**src/rtl/ps2_ctrl.sv**
```systemverilog
`default_nettype none
// ============================================================================
// Module      : ps2_ctrl
// Description : PS/2 keyboard sequencing controller. Folds E0/F0 prefixes
//               into single key events, buffers them in a show-ahead FIFO
//               with a valid/ready interface, and runs a PS/2 clock stall
//               watchdog that re-arms the frame receiver on hang or error.
// Revision    : 1.0 - initial release
// ============================================================================
module ps2_ctrl #(
   parameter int TIMEOUT_CYCLES = 2000,
   parameter int FIFO_DEPTH     = 4
) (
   input  logic       sysclk,
   input  logic       rst_n,
   input  logic       ps2_clk,
   input  logic       rx_done,
   input  logic [7:0] rx_word,
   input  logic       rx_err,
   output logic       rx_rst,
   output logic       ev_valid,
   output logic [7:0] ev_code,
   output logic       ev_ext,
   output logic       ev_brk,
   input  logic       ev_ready,
   output logic       timeout,
   output logic       overflow,
   input  logic       ovf_clr
);

   localparam int c_AW = $clog2(FIFO_DEPTH);
   localparam int c_CW = $clog2(TIMEOUT_CYCLES);
   // Counter value at which the next increment would reach TIMEOUT_CYCLES-1;
   // firing is registered so the pulse lands exactly TIMEOUT_CYCLES after the edge.
   localparam logic [c_CW-1:0] c_CNT_FIRE = c_CW'(TIMEOUT_CYCLES - 2);

   typedef enum logic [1:0] {
      ST_IDLE     = 2'd0,
      ST_GOT_E0   = 2'd1,
      ST_GOT_F0   = 2'd2,
      ST_GOT_E0F0 = 2'd3
   } state_t;

   state_t            state_q, state_d;
   logic              ps2_prev_q;
   logic              armed_q, armed_d;
   logic [c_CW-1:0]   cnt_q, cnt_d;
   logic              timeout_q, rx_rst_q, overflow_q;
   logic [c_AW:0]     wr_ptr_q, rd_ptr_q;
   logic [9:0]        mem_q [FIFO_DEPTH];

   logic              w_edge, w_fall, w_fire;
   logic              w_emit, w_emit_ext, w_emit_brk;
   logic              w_empty, w_full, w_pop, w_push, w_drop;

   assign w_edge = ps2_clk ^ ps2_prev_q;
   assign w_fall = ps2_prev_q & ~ps2_clk;
   // A completed or failed frame pre-empts the watchdog in its final cycle.
   assign w_fire = armed_q & ~w_edge & ~rx_done & ~rx_err & (cnt_q == c_CNT_FIRE);

   // Watchdog next state: arm on falling edge, clear on any edge, count while armed.
   always_comb begin
      armed_d = armed_q;
      cnt_d   = cnt_q;
      if (rx_done || rx_err || w_fire) begin
         armed_d = 1'b0;
         cnt_d   = '0;
      end else if (w_edge) begin
         cnt_d = '0;
         if (w_fall) armed_d = 1'b1;
      end else if (armed_q) begin
         cnt_d = cnt_q + c_CW'(1);
      end
   end

   // Prefix decoder: error/timeout abandons any pending prefix.
   always_comb begin
      state_d    = state_q;
      w_emit     = 1'b0;
      w_emit_ext = 1'b0;
      w_emit_brk = 1'b0;
      if (rx_err || w_fire) begin
         state_d = ST_IDLE;
      end else if (rx_done) begin
         case (state_q)
            ST_IDLE: begin
               if (rx_word == 8'hE0)      state_d = ST_GOT_E0;
               else if (rx_word == 8'hF0) state_d = ST_GOT_F0;
               else                       w_emit  = 1'b1;
            end
            ST_GOT_E0: begin
               if (rx_word == 8'hF0) begin
                  state_d = ST_GOT_E0F0;
               end else if (rx_word != 8'hE0) begin
                  w_emit     = 1'b1;
                  w_emit_ext = 1'b1;
                  state_d    = ST_IDLE;
               end
            end
            ST_GOT_F0: begin
               w_emit     = 1'b1;
               w_emit_brk = 1'b1;
               state_d    = ST_IDLE;
            end
            default: begin
               w_emit     = 1'b1;
               w_emit_ext = 1'b1;
               w_emit_brk = 1'b1;
               state_d    = ST_IDLE;
            end
         endcase
      end
   end

   // FIFO status; a pop in the same cycle frees a slot for a push into a full FIFO.
   assign w_empty = (wr_ptr_q == rd_ptr_q);
   assign w_full  = (wr_ptr_q[c_AW] != rd_ptr_q[c_AW]) &&
                    (wr_ptr_q[c_AW-1:0] == rd_ptr_q[c_AW-1:0]);
   assign w_pop   = ~w_empty & ev_ready;
   assign w_push  = w_emit & (~w_full | w_pop);
   assign w_drop  = w_emit & w_full & ~w_pop;

   // Control registers: decoder state, watchdog, status pulses and sticky overflow.
   always_ff @(posedge sysclk or negedge rst_n) begin
      if (!rst_n) begin
         state_q    <= ST_IDLE;
         ps2_prev_q <= 1'b1;
         armed_q    <= 1'b0;
         cnt_q      <= '0;
         timeout_q  <= 1'b0;
         rx_rst_q   <= 1'b0;
         overflow_q <= 1'b0;
      end else begin
         state_q    <= state_d;
         ps2_prev_q <= ps2_clk;
         armed_q    <= armed_d;
         cnt_q      <= cnt_d;
         timeout_q  <= w_fire;
         rx_rst_q   <= rx_err | w_fire;
         if (w_drop)       overflow_q <= 1'b1;
         else if (ovf_clr) overflow_q <= 1'b0;
      end
   end

   // Event FIFO storage and pointers; storage is cleared so the head reads zero after reset.
   always_ff @(posedge sysclk or negedge rst_n) begin
      if (!rst_n) begin
         wr_ptr_q <= '0;
         rd_ptr_q <= '0;
         for (int i = 0; i < FIFO_DEPTH; i++) mem_q[i] <= '0;
      end else begin
         if (w_push) begin
            mem_q[wr_ptr_q[c_AW-1:0]] <= {w_emit_ext, w_emit_brk, rx_word};
            wr_ptr_q <= wr_ptr_q + 1'b1;
         end
         if (w_pop) rd_ptr_q <= rd_ptr_q + 1'b1;
      end
   end

   assign ev_valid                  = ~w_empty;
   assign {ev_ext, ev_brk, ev_code} = mem_q[rd_ptr_q[c_AW-1:0]];
   assign timeout                   = timeout_q;
   assign rx_rst                    = rx_rst_q;
   assign overflow                  = overflow_q;

endmodule
`default_nettype wire

```
**config.mk**
```make
export PLATFORM = sky130hd
export DESIGN_NAME = ps2_ctrl
export DESIGN_NICKNAME = d
export VERILOG_FILES = /design/src/rtl/ps2_ctrl.sv
export SDC_FILE = /design/constraint.sdc
export NUM_CORES = 1
export LEC_CHECK = 0
export ABC_CLOCK_PERIOD_IN_PS = 3300
export CORE_UTILIZATION = 60
export DETAILED_ROUTE_END_ITERATION = 8
export GPL_TIMING_DRIVEN = 0
export PLACE_DENSITY = 0.93
export SLEW_MARGIN = 20
export SYNTH_ARGS = -nofsm -noshare
export SYNTH_HDL_FRONTEND = slang
export SYNTH_SLANG_ARGS = --single-unit
```
**constraint.sdc**
```tcl
create_clock -name sysclk -period 3.3 [get_ports sysclk]
set_input_delay 0.66 -clock sysclk [delete_from_list [all_inputs] [get_ports sysclk]]
set_output_delay 0.66 -clock sysclk [all_outputs]
set_load 0.03 [all_outputs]
```
Yosys cells after proc, flatten, opt, wreduce, memory -nomap -nowiden

Index checks and enable logic that the tools add are counted.

$add $sub $neg: 3
Order comparisons: 3
Equal/unequal tests: 11
Muxes and demuxes: 34
Bitwise operators: 21
Reductions and logical operators: 15

Operators by type and width:

| kind                    | number |
|---|---|
| $bwmux W40              | 1 |
| $mux W11                | 3 |
| $mux W10                | 3 |
| $bmux W10 S2            | 1 |
| $demux W10 S2           | 1 |
| $eq A8 B8 Y1 const B    | 2 |
| $mux W1                 | 16 |
| $mux W2                 | 6 |
| $add A11 B1 Y11 const B | 1 |
| $eq A11 B11 Y1 const B  | 1 |
| $and A1 B1 Y1           | 9 |
| $ne A4 B4 Y1 const B    | 2 |
| $ne A8 B8 Y1 const B    | 1 |
| $reduce_bool A2 Y1      | 4 |
| $not A1 Y1              | 7 |
| $add A3 B1 Y3 const B   | 2 |
| $ge A3 B3 Y1 const B    | 2 |
| $not A2 Y3              | 2 |
| $pmux W1 S2             | 2 |
| $pmux W2 S2             | 1 |
| $reduce_or A2 Y1        | 2 |
| $eq A3 B3 Y1            | 1 |
| $logic_or A1 B1 Y1      | 3 |
| $lt A3 B1 Y1 const B    | 1 |
| 11 further kinds        | 13 |

Register bits after elaboration: 64
Input bits: 15
Output and inout bits: 14

Depth between registers and ports, before layout

Depth after elaboration: 11
Depth in mapped cells: 7
Gate-level depth less buffers: 6

Least setup slack after synthesis

Ideal clock, no wire load.

Kind: input port to flip-flop
Start: input port rx_done
End: register mem_q[10] (netlist name)
Setup time: 0.125 ns
Arrival: 1.948 ns
Setup slack: 1.227 ns
Cell stages on the path: 6
Path buffers: 2
Cell sequence: clkbuf_1 > nor2b_1 > o21ai_4 > nor3b_1 > buf_6 > mux2_4

Longest elaborated chain between the ends: 7
Elaborated cells between the ends (all ways): 8
Classes of those cells: mux: 2; bitwise: 5; reduce/logical: 1

Ends and longest elaborated chain:

| what                           | RTL line | RTL |
|---|---|---|
| start: declaration             | 17       | `input logic rx_done,` |
| $not A1 Y1                     | 59       | `assign w_fire = armed_q & ~w_edge & ~rx_done & ~rx_err & (cnt_q == c_CNT_FIRE);` |
| $and A1 B1 Y1 (3 in a row)     | 59       |  |
| $logic_or A1 B1 Y1             | 82       | `if (rx_err \|\| w_fire) begin` |
| $mux W1 *                      | 82       |  |
| $and A1 B1 Y1 *                | 120      | `assign w_push = w_emit & (~w_full \| w_pop);` |
| end signal: indexed assignment | 153      | `mem_q[wr_ptr_q[c_AW-1:0]] <= {w_emit_ext, w_emit_brk, rx_word};` |
| end: declaration               | 50       | `logic [9:0] mem_q [FIFO_DEPTH];` |

Mark *: on every way between the ends. The rest lies on a longest branch, timed or not.
A chain may end at the register's enable or synchronous reset.

Final worst setup path

Start: register rd_ptr_q[0]
End: output port ev_ext

Longest elaborated chain between the ends: 4

Ends and longest elaborated chain:

| what                                        | RTL line | RTL |
|---|---|---|
| start: declaration                          | 49       | `logic [c_AW:0] wr_ptr_q, rd_ptr_q;` |
| start signal: assignment                    | 156      | `if (w_pop) rd_ptr_q <= rd_ptr_q + 1'b1;` |
| $not A2 Y3 (implied by the code)            | 161      | `assign {ev_ext, ev_brk, ev_code} = mem_q[rd_ptr_q[c_AW-1:0]];` |
| $bmux W10 S2                                | 161      |  |
| $mux W10 (implied by the code) (2 in a row) | 161      |  |
| end: declaration                            | 23       | `output logic ev_ext,` |

Every way passes these cells. The select of a mux whose other input is x is not followed.

==> flow_summary.json <==
{
  "status": "finished, final reports clean",
  "cts_setup_buffers": 0,
  "critPathBufInv": 2,
  "grt_setup_unrepaired": "no",
  "cts_hold_buf": 0,
  "post_cts_resized": 0,
  "gp_congestion": 0.810,
  "clockBufferDepth": 2,
  "crit_family": "buffers and inverters",
  "tns_ns": 0,
  "synth_area_leader_cell": "dfrtp_1",
  "drive_gt1_share_pct": 29.9,
  "synth-main-ff-cell": "dfrtp_1",
  "area.growth.synth_to_final_pct": 19.3,
  "fin_worst_skew_ns": 0.0108,
  "ys_warn_count": 0,
  "grt_pass1_vias": 1950,
  "track_usage_pct": 24.7,
  "crit_chain": "buf_2 -> mux4_2 -> clkdlybuf4s50_1",
  "die_h_um": 74.2,
  "setup_viol_count_final": 0,
  "synth_top_area_share_pct": 50.4,
  "num_io_pins": 29,
  "r2r-end": "mem_q[2]",
  "die_area_um2": 5500,
  "finalCritPeriodShare_pct": 91.1,
  "drt_iter0_drc": 67,
  "clock.fmax_mhz": 333,
  "power_w": 0.00344,
  "finalWirelength_um": 5990,
  "tritoncts": "built",
  "via_count": 1824,
  "path_clk_slew_ns": 0.07,
  "port_buffers": 27,
  "cts_sinks": 64,
  "firstDrtPassIters": 4,
  "insertion_delay_ns": 0.33,
  "powerDensity_nw_per_um2": 921,
  "regToRegSetupSlack_ns": 1.31,
  "worst_slew_pin_slew_ns": 0.643,
  "antenna_left": 0,
  "leakage_nw": 1.60,
  "grt_max_degree": 36,
  "vdd_drop_max_uv": 525,
  "grt_antenna_before_repair": 0,
  "ys_top_cells_by_count": "63 x dfrtp_1, 39 x mux2_4, 18 x nor2_1, 12 x xnor2_1, 10 x mux4_2",
  "wire_per_inst_um": 18.3,
  "clockRootBuffer": "clkbuf_8",
  "num-nets-final": 279,
  "yosysMostFrequentCell": "dfrtp_1",
  "grt_pass1_wl_um": 9760,
  "core-area_um2": 4880,
  "grt.overflow.total": 0,
  "hold_class": "in2async",
  "syn_area_per_cell_um2": 14.4,
  "start_util_pct": 64.1,
  "cts-buffers-inserted": 9,
  "slew_headroom_pct": 57.1,
  "num_rows": 25,
  "cp-start-kind": "flip-flop",
  "slew_viol_final": 0,
  "endpoint_kind": "primary output",
  "synth_area_leaders": "dfrtp_1 50%, mux2_4 19%, mux4_2 7.2%",
  "num_antenna_cells": 0,
  "crit_slowest_cell": "clkdlybuf4s50_1",
  "dp_hpwl_um": 3820,
  "htreeDepth": 3,
  "synth_edf_count": 0,
  "netlist_area_um2": 3130,
  "fin_crit_ns": 3.01,
  "r2r-start": "rd_ptr_q[0]",
  "hold_violations": 0,
  "worstPathRequired_ns": 2.64,
  "maxCapViolations": 0,
  "die_w_um": 74.2,
  "critPathArrivalTime_ns": 2.35,
  "r2r_cells": 6,
  "yosysUniqueCellTypes": 33,
  "drc": 0,
  "critical_path_class": "reg2out",
  "critPathMaxFanout": 10,
  "synthArstFlopShare_pct": 100,
  "viasPerCell": 5.56,
  "max_stage_delay_ns": 0.61,
  "ys_ff_latch": 64,
  "ys_seq_area_share_pct": 51.3,
  "syn-instance-count": 217,
  "synthesis.nets": 240
}
==> metrics by stage <==
stage / hold slack [ns] / utilization (%) / area (um2) / instances / worst slack (ns)
2_1_floorplan: 0.364 / - / 3130 / 217 / 1.23
4_1_cts: 0.245 / 76.4 / 3730 / 328 / 0.260
3_5_place_dp: 0.491 / 71.7 / 3500 / 312 / 0.554
5_1_grt: 0.261 / 76.4 / 3730 / 328 / 0.185
3_3_place_gp: 0.473 / 71.3 / 3480 / 311 / -0.394
6_report: 0.249 / 76.4 / 3730 / 328 / 0.293
==> metal layers <==
layer / GRT usage [%] / vias to the layer above / wire length [um]
met5: 0 / - / 0
met4: 6.84 / 0 / 40
met3: 8.40 / 4 / 189
met2: 40.1 / 40 / 3010
met1: 31.9 / 936 / 2750
li1: - / 844 / -
==> worst max-delay path by stage <==
stage	start	to	slack (ns)	depth (start not counted)
final	rd_ptr_q[0]	ev_ext	0.29	3
after CTS	rd_ptr_q[0]	ev_ext	0.26	3
after global routing	rd_ptr_q[0]	ev_code[3]	0.19	3
after floorplan	rx_done	mem_q[10]	1.23	6
after detailed placement	ps2_clk	cnt_q[5]	0.55	8
after global placement	rst_n	rd_ptr_q[2]	-0.39	1
==> cells by family after synthesis <==
family	after synthesis	share of synthesized area (%)
AOI/OAI and AO/OA	8	1.84
and+or+nand+nor	51	8.81
muxes	52	27.0
buffers and inverters	17	3.08
DFF	64	51.3
xor gates and xnor gates	17	4.76
adders and majority gates	8	3.20
==> registers in the layout, summed over array words and instances, names as in the netlist <==
register,cells
state_q,2
armed_q,1
ps2_prev_q,1
rx_rst,1
wr_ptr_q,3
cnt_q,11
mem_q,40
overflow,1
rd_ptr_q,3
timeout,1
==> power breakdown <==
| part | leakage, nW | switching, W | internal [W] |
|---|---|---|---|
| clock | 0.117 | 0.000287 | 0.000489 |
| sequential | 0.811 | 0.000180 | 0.00105 |
| combinational | 0.673 | 0.000628 | 0.000807 |
| total | 1.60 | 0.00110 | 0.00234 |
==> cell type report <==
cell class	count	area [um2]
Fill cell	314	1150
Sequential cell	64	1600
Clock buffer	14	173
Clock inverter	2	60.1
Buffer	10	70.1
Tap cell	67	83.8
Multi-Input combinational cell	136	1430
Timing Repair Buffer	28	288
Inverter	7	26.3
==> placed cells by master, fill, tap and decap left out, drive strengths merged, types with 7 or more instances in the layout <==
master / synthesis / routed
mux2: 42 / 42
clkdlybuf4s50: 0 / 26
inv: 7 / 7
mux4: 10 / 10
nor2: 18 / 18
ha: 8 / 8
clkbuf: 4 / 18
dfrtp: 63 / 63
buf: 6 / 8
xnor2: 12 / 12
Note: power is estimated with default switching activity, not from simulation.
